--- config.mk ---
export PLATFORM = sky130hd
export DESIGN_NAME = eci_data_demux
export DESIGN_NICKNAME = d
export VERILOG_FILES = /design/src/rtl/eci_data_demux_pkg.sv /design/src/rtl/eci_data_demux.sv
export SDC_FILE = /design/constraint.sdc
export NUM_CORES = 1
export LEC_CHECK = 0
export ABC_CLOCK_PERIOD_IN_PS = 1500
export BUFFER_PORTS_ARGS = -buffer_cell sky130_fd_sc_hd__buf_2
export CAP_MARGIN = 40
export CORE_MARGIN = 2
export CORE_UTILIZATION = 30
export DETAILED_ROUTE_END_ITERATION = 6
export PLACE_DENSITY = 0.86
export SYNTH_ARGS = -nofsm -noshare
export SYNTH_HDL_FRONTEND = slang
export SYNTH_SLANG_ARGS = --single-unit
--- constraint.sdc ---
create_clock -name aclk -period 1.5 [get_ports aclk]
set_input_delay 0.15 -clock aclk [delete_from_list [all_inputs] [get_ports aclk]]
set_output_delay 0.15 -clock aclk [all_outputs]
set_load 0.01 [all_outputs]
--- src/rtl/eci_data_demux_pkg.sv ---
// rtl/eci_data_demux_pkg.sv - channel count and data/beat widths shared by the ECI data demux
package eci_data_demux_pkg;
  localparam int N_CHAN        = 3;
  localparam int N_CHAN_BITS   = (N_CHAN > 1) ? $clog2(N_CHAN) : 1;
  localparam int ECI_DATA_BITS = 32;
  localparam int ARB_DATA_BITS = ECI_DATA_BITS;
  localparam int KEEP_BITS     = ARB_DATA_BITS / 8;
  localparam int LEN_BITS      = 5;
  localparam int BLEN_BITS     = LEN_BITS - $clog2(ARB_DATA_BITS / 8);
endpackage

--- src/rtl/eci_data_demux.sv ---
// rtl/eci_data_demux.sv - steers the shared ECI data stream to per-channel sinks per arbiter mux entry
module eci_data_demux
  import eci_data_demux_pkg::*;
(
  input  logic                              aclk,
  input  logic                              aresetn,
  input  logic                              mux_valid,
  output logic                              mux_ready,
  input  logic                              mux_ctl,
  input  logic [N_CHAN_BITS-1:0]            mux_vfid,
  input  logic [BLEN_BITS-1:0]              mux_len,
  input  logic                              s_tvalid,
  output logic                              s_tready,
  input  logic [ARB_DATA_BITS-1:0]          s_tdata,
  input  logic [KEEP_BITS-1:0]              s_tkeep,
  input  logic                              s_tlast,
  output logic [N_CHAN-1:0]                 m_tvalid,
  input  logic [N_CHAN-1:0]                 m_tready,
  output logic [N_CHAN*ARB_DATA_BITS-1:0]   m_tdata,
  output logic [N_CHAN*KEEP_BITS-1:0]       m_tkeep,
  output logic [N_CHAN-1:0]                 m_tlast
);

  typedef enum logic {ST_IDLE, ST_XFER} state_t;

  state_t                 state;
  logic [N_CHAN_BITS-1:0] vfid_r;
  logic                   ctl_r;
  logic [BLEN_BITS-1:0]   cnt_r;
  logic                   drop_r;

  logic xfer;
  logic sel_ready;
  logic beat;
  logic last_beat;
  logic entry_take;
  logic unused_tlast;

  // Framing comes solely from mux_len; the source's tlast carries no meaning here.
  assign unused_tlast = s_tlast;

  assign m_tdata = {N_CHAN{s_tdata}};
  assign m_tkeep = {N_CHAN{s_tkeep}};

  always_comb begin
    xfer      = (state == ST_XFER);
    sel_ready = 1'b0;
    for (int i = 0; i < N_CHAN; i++) begin
      if (vfid_r == N_CHAN_BITS'(i)) sel_ready = m_tready[i];
    end
    s_tready   = aresetn & xfer & (drop_r | sel_ready);
    beat       = s_tvalid & s_tready;
    last_beat  = beat & (cnt_r == '0);
    mux_ready  = aresetn & (~xfer | last_beat);
    entry_take = mux_valid & mux_ready;
    m_tvalid   = '0;
    m_tlast    = '0;
    for (int i = 0; i < N_CHAN; i++) begin
      if (aresetn && xfer && !drop_r && vfid_r == N_CHAN_BITS'(i)) begin
        m_tvalid[i] = s_tvalid;
        m_tlast[i]  = (cnt_r == '0) & ctl_r;
      end
    end
  end

  // A new entry may load either from IDLE or on the final beat of the current one.
  always_ff @(posedge aclk) begin
    if (!aresetn) begin
      state  <= ST_IDLE;
      vfid_r <= '0;
      ctl_r  <= 1'b0;
      cnt_r  <= '0;
      drop_r <= 1'b0;
    end else if (entry_take) begin
      state  <= ST_XFER;
      vfid_r <= mux_vfid;
      ctl_r  <= mux_ctl;
      cnt_r  <= mux_len;
      drop_r <= ({1'b0, mux_vfid} >= (N_CHAN_BITS+1)'(N_CHAN));
    end else if (beat && cnt_r != '0) begin
      cnt_r <= cnt_r - BLEN_BITS'(1);
    end else if (last_beat) begin
      state <= ST_IDLE;
    end
  end

endmodule

# Word-level counts from Yosys, hierarchy flattened
# Index checks and enable logic that the tools add are counted.
dict set report totals {
  reg_bits 8
  input_bits 50
  out_inout_bits 116
}
dict set report classes {
  addsub 1
  n_lt_le_gt_ge 1
  eq_ne 3
  n_mux 14
  bitwise 10
  n_reduce_logical 13
}
# operator n
set ops {}
lappend ops {{$mux 1} 12}
lappend ops {{$and 1x1->1} 7}
lappend ops {{$logic_and 1x1->1} 6}
lappend ops {{$mux 3} 2}
lappend ops {{$reduce_bool 2->1} 2}
lappend ops {{$logic_not 3->1} 1}
lappend ops {{$reduce_bool 3->1} 1}
lappend ops {{$sub 3x1->3 const B} 1}
lappend ops {{$eq 2x1->1 const B} 1}
lappend ops {{$eq 2x2->1 const B} 1}
lappend ops {{$ge 2x2->1 const B} 1}
lappend ops {{$logic_not 2->1} 1}
lappend ops {{$ne 2x2->1 const B} 1}
lappend ops {{$or 1x1->1} 2}
lappend ops {{$reduce_and 2->1} 1}
lappend ops {{$logic_not 1->1} 1}
lappend ops {{$not 1->1} 1}

# Logic depth before layout (Yosys ltp)
dict set report depth {
  depth_word 13
  depth_mapped 7
  mapped_depth_nobuf 7
}

# Least setup slack after synthesis
# OpenSTA, ideal clock, no wires.
dict set report synth_path {
  path_type {register to register}
  start {register cnt_r[0]}
  end {register ctl_r}
  setup_time_ps 116
  arrival_ps 1504
  required_ps 1384
  setup_slack_ps -120
  path_stages_with_launch 8
  n_path_buf 0
  period_less_slack_ps 1620
  cell_sequence {dfxtp_1 -> inv_1 -> ha_1 -> nor2b_1 -> and2_1 -> a32oi_4 -> mux2i_1 -> nor2b_1}
}
dict set report synth_via {
  elab_chain_len 5
}
# item line_no
set synth_rtl {}
lappend synth_rtl {{start, declared} eci_data_demux.sv:29} ;# logic [BLEN_BITS-1:0] cnt_r;
lappend synth_rtl {{start signal, assigned} eci_data_demux.sv:78} ;# cnt_r <= mux_len;
lappend synth_rtl {{start signal, assigned} eci_data_demux.sv:81} ;# cnt_r <= cnt_r - BLEN_BITS'(1);
lappend synth_rtl {{$logic_not 3->1} eci_data_demux.sv:53} ;# last_beat = beat & (cnt_r == '0);
lappend synth_rtl {{$and 1x1->1} eci_data_demux.sv:53}
lappend synth_rtl {{$or 1x1->1} eci_data_demux.sv:54} ;# mux_ready = aresetn & (~xfer | last_beat);
lappend synth_rtl {{$and 1x1->1} eci_data_demux.sv:54}
lappend synth_rtl {{$and 1x1->1} eci_data_demux.sv:55} ;# entry_take = mux_valid & mux_ready;
lappend synth_rtl {{end signal, assigned} eci_data_demux.sv:77} ;# ctl_r <= mux_ctl;
lappend synth_rtl {{end, declared} eci_data_demux.sv:28} ;# logic ctl_r;
# Every way passes these cells.
# A chain may end at the register's enable or synchronous reset.

# Final worst setup path
dict set report layout_path {
  start {register vfid_r[0]}
  end {output port mux_ready}
}
dict set report layout_via {
  elab_chain_len 10
  elab_cells_between_ends 12
}
# item line_no
set layout_rtl {}
lappend layout_rtl {{start, declared} eci_data_demux.sv:27} ;# logic [N_CHAN_BITS-1:0] vfid_r;
lappend layout_rtl {{start signal, assigned} eci_data_demux.sv:76} ;# vfid_r <= mux_vfid;
lappend layout_rtl {{$logic_not 2->1} eci_data_demux.sv:49} ;# if (vfid_r == N_CHAN_BITS'(i)) sel_ready = m_tready[i];
lappend layout_rtl {{$mux 1 (2 in a row)} eci_data_demux.sv:49}
lappend layout_rtl {{$mux 1 (*)} eci_data_demux.sv:49}
lappend layout_rtl {{$or 1x1->1 (*)} eci_data_demux.sv:51} ;# s_tready = aresetn & xfer & (drop_r | sel_ready);
lappend layout_rtl {{$and 1x1->1 (*)} eci_data_demux.sv:51}
lappend layout_rtl {{$and 1x1->1 (*)} eci_data_demux.sv:52} ;# beat = s_tvalid & s_tready;
lappend layout_rtl {{$and 1x1->1 (*)} eci_data_demux.sv:53}
lappend layout_rtl {{$or 1x1->1 (*)} eci_data_demux.sv:54}
lappend layout_rtl {{$and 1x1->1 (*)} eci_data_demux.sv:54}
lappend layout_rtl {{end, declared} eci_data_demux.sv:8} ;# output logic mux_ready,
# Every way passes the cells marked *; elsewhere a longest branch is shown, timed or not.

==> metrics.cfg <==
[run_status]
status=complete, but fails checks
violations_in_the_final_reports=negative setup slack

[timing]
worst_pin_slew_ps=317
rsz0062_at_grt=yes
clock.fmax_mhz=609
pins_over_slew_limit=0
setup_slack_ps=-143
min_period_over_period_pct=110
fin_hold_ws_ps=174
period_minus_slack_ps=1640
hold_viol_final=0
setup_viol=10
timing.max_slew.rel_slack_pct=78.8
fin_setup_tns_ps=-732
skew_ps=3.06

[hold_path]
min_to=ctl_r$_SDFFE_PN0P_
holdCritPathClass=primary input to flip-flop
holdPathStages=3
min_from=mux_ctl

[yosys]
synthFlopType=sky130_fd_sc_hd__dfxtp_1
adder_and_majority_gate_portion_of_the_synthesized_area_pct=1.87
synth.avg_cell_area_sq_um=7.96
synth-async-reset-ratio_pct=0
yosysSeqAreaShare_pct=12.0
synthesis.area_sq_um=1340
synth_mux_area_share_pct=4.49
synth_compound_area_share_pct=7.76
syn_nets=220
dominant_combinational_cell_family_by_area_after_synthesis=buffers and inverters
simple_gate_share_of_the_synthesized_area_pct=11.2
synthCells=168
synth_top_cell_by_area=sky130_fd_sc_hd__buf_4
synth_top_area_share_pct=60.6
yosysUniqueCellTypes=28
synth-warning-count=0
post_synthesis_sequential_element_count=8
synthMostInstantiatedCell=sky130_fd_sc_hd__buf_4
yosys.area_share.xor_xnor_pct=0.655
yosys-top-cells-area=sky130_fd_sc_hd__buf_4, sky130_fd_sc_hd__dfxtp_1, sky130_fd_sc_hd__mux2i_1, sky130_fd_sc_hd__nor2b_1, sky130_fd_sc_hd__a32oi_4
synth-edff-count=0
yosys-top-cells-count=sky130_fd_sc_hd__buf_4, sky130_fd_sc_hd__dfxtp_1, sky130_fd_sc_hd__nor2_1

[pwr]
power.leakage_nw=0.428
power.ir.vdd_worst_v=0.000507
power_report.internal_total_mw=0.527
power.total_mw=0.744
switching_power_mw=0.217
combinational_power_share_pct=29.1
total_power_density_per_cell_area_nw_per_um2=772
sw_share_pct=29.2
p_clk_share_pct=38.2
share_seq_of_total_power_pct=32.7

[global_route]
grt_antenna_before_repair=0
grt_pass1_wl_microns=3310
grt_usage_pct=8.53
first_global_vias=654
grt-ovfl-total=0
grt_start_max_net_pins=12

[layout]
layout.core_utilization_pct=22.3
finish.instance_area_sq_um=965
antennaDiodeCount=0
final_nets=151
drive_gt1_share_pct=58.2
area_growth_syn_to_layout_pct=-27.9
stdcell_count=150

[placement]
pre_cts_ws_ps=-106
cell_count_after_placement=141
hpwlAfterDp_microns=1700
gp_congestion=0.752
placement.io_buffers=20
dpl-instance-area_sq_um=786

[routing]
num_vias=640
drt_first_pass_iters=2
first_iter_violations=6
route.detailed.drc=0
postRouteAntennaNets=0
vias_per_cell=4.27
routed_wirelength_microns=2190
routedWlPerCell_microns=14.6

[floorplan]
floorplan.core_area_sq_um=4320
core.rowCount=24
initial_cell_density_of_the_core_pct=30.9
die_width_microns=70.8
top_level_ports=166
fp.dieH_microns=70.8
dieArea_sq_um=5010

[critical_path]
timing.reg2reg.setup_slack_ps=-100
timing.setup.critical_path_class=flip-flop to output pin
worst_ep_required_time_ps=1350
worst_r2r_endpoint=cnt_r[1]$_SDFFE_PN0P_
crit_arrival_ps=1490
endpoint_kind=output pin
regToRegStartpoint=vfid_r[0]$_SDFFE_PN0P_
timing.critical_path.fanout_max=3
cp-start-kind=flip-flop
reg2regPathDepth=6

[clocking]
cts_buffers=3
cts-root-buf=sky130_fd_sc_hd__clkbuf_8
clockBufferDepth=2
htree_num_levels=1
tritoncts=yes
clock_latency_ps=240
cts_hold_buffers=0
clkTransAtPathRegs_ps=40
numClockSinks=8

[flow_run]
maxCapViolations=0

-- logic make-up (layout without fill, tap and decap cells) --
family / after synthesis / in the layout
adder cells (fa/ha/maj): 2 / 2
AND/OR/NAND/NOR: 28 / 28
XOR/XNOR: 1 / 1
AO/OA/AOI/OAI: 10 / 11
flip-flops: 8 / 8
multiplexers: 6 / 6
buffers and inverters: 113 / 42
-- registers in the layout (all words and copies together), names as in the netlist --
name and flops:
ctl_r 1, cnt_r 3, state 1, vfid_r 2
drop_r 1
-- layout by cell type, fill, tap and decap left out, types with 2 or more instances in the layout --
master,instances
sky130_fd_sc_hd__buf_6,4
sky130_fd_sc_hd__buf_2,18
sky130_fd_sc_hd__o21ai_1,2
sky130_fd_sc_hd__mux2i_1,5
sky130_fd_sc_hd__nand2_1,3
sky130_fd_sc_hd__a21oi_1,2
sky130_fd_sc_hd__dfxtp_4,2
sky130_fd_sc_hd__buf_4,12
sky130_fd_sc_hd__clkbuf_8,3
sky130_fd_sc_hd__inv_1,3
sky130_fd_sc_hd__nor2_1,4
sky130_fd_sc_hd__nor2_4,3
sky130_fd_sc_hd__dfxtp_1,5
sky130_fd_sc_hd__nor2b_1,5
-- timing repair --
| item | CTS | global route |
|---|---|---|
| cloned | 1 | 0 |
| resized for setup | 10 | 12 |
| buffers inserted | 4 | 0 |
| pin swaps | 7 | 8 |
| endpoints found under the setup margin | 13 | 15 |
-- worst max-delay path: stages, from the launching register on --
cell and delay (ps):
sky130_fd_sc_hd__dfxtp_4 350, sky130_fd_sc_hd__mux2i_2 170, sky130_fd_sc_hd__a221oi_4 330, sky130_fd_sc_hd__a31oi_2 160, sky130_fd_sc_hd__nor2b_1 120, sky130_fd_sc_hd__buf_2 130
-- metal layers --
| layer | GRT usage, % | part of all wire (%) |
|---|---|---|
| met5 | 0 | 0 |
| met4 | 8.39 | 7.3 |
| met3 | 3.70 | 12 |
| met2 | 14.1 | 49 |
| met1 | 7.59 | 32 |
-- power by group through the flow --
stage                     Combinational (mW)  Sequential, mW  Clock (mW)
after detailed placement               0.174           0.244           0
after CTS                              0.206           0.242       0.292
after floorplan                        0.396           0.242           0
final                                  0.217           0.243       0.284
after global placement                 0.166           0.242           0
after global routing                   0.236           0.245       0.300
-- how the worst max path moves through the flow --
stage                             end  depth (start not counted)  slack (ps)                   start
2_1_floorplan   cnt_r[1]$_SDFFE_PN0P_                          5         -10  vfid_r[0]$_SDFFE_PN0P_
3_3_place_gp   vfid_r[1]$_SDFFE_PN0P_                          7         -30   cnt_r[0]$_SDFFE_PN0P_
3_5_place_dp       ctl_r$_SDFFE_PN0P_                          5        -110  vfid_r[0]$_SDFFE_PN0P_
4_1_cts                     mux_ready                          5        -170  vfid_r[0]$_SDFFE_PN0P_
5_1_grt                     mux_ready                          5        -230  vfid_r[0]$_SDFFE_PN0P_
6_report                    mux_ready                          5        -140  vfid_r[0]$_SDFFE_PN0P_
-- cell type report --
class                           count  area, sq um
Multi-Input combinational cell     48          445
Timing Repair Buffer               34          225
Fill cell                         482         3360
Inverter                            4         15.0
Clock buffer                        4         45.0
Sequential cell                     8          169
Tap cell                           52         65.1
No activity file was read; power rests on OpenSTA's default activity.
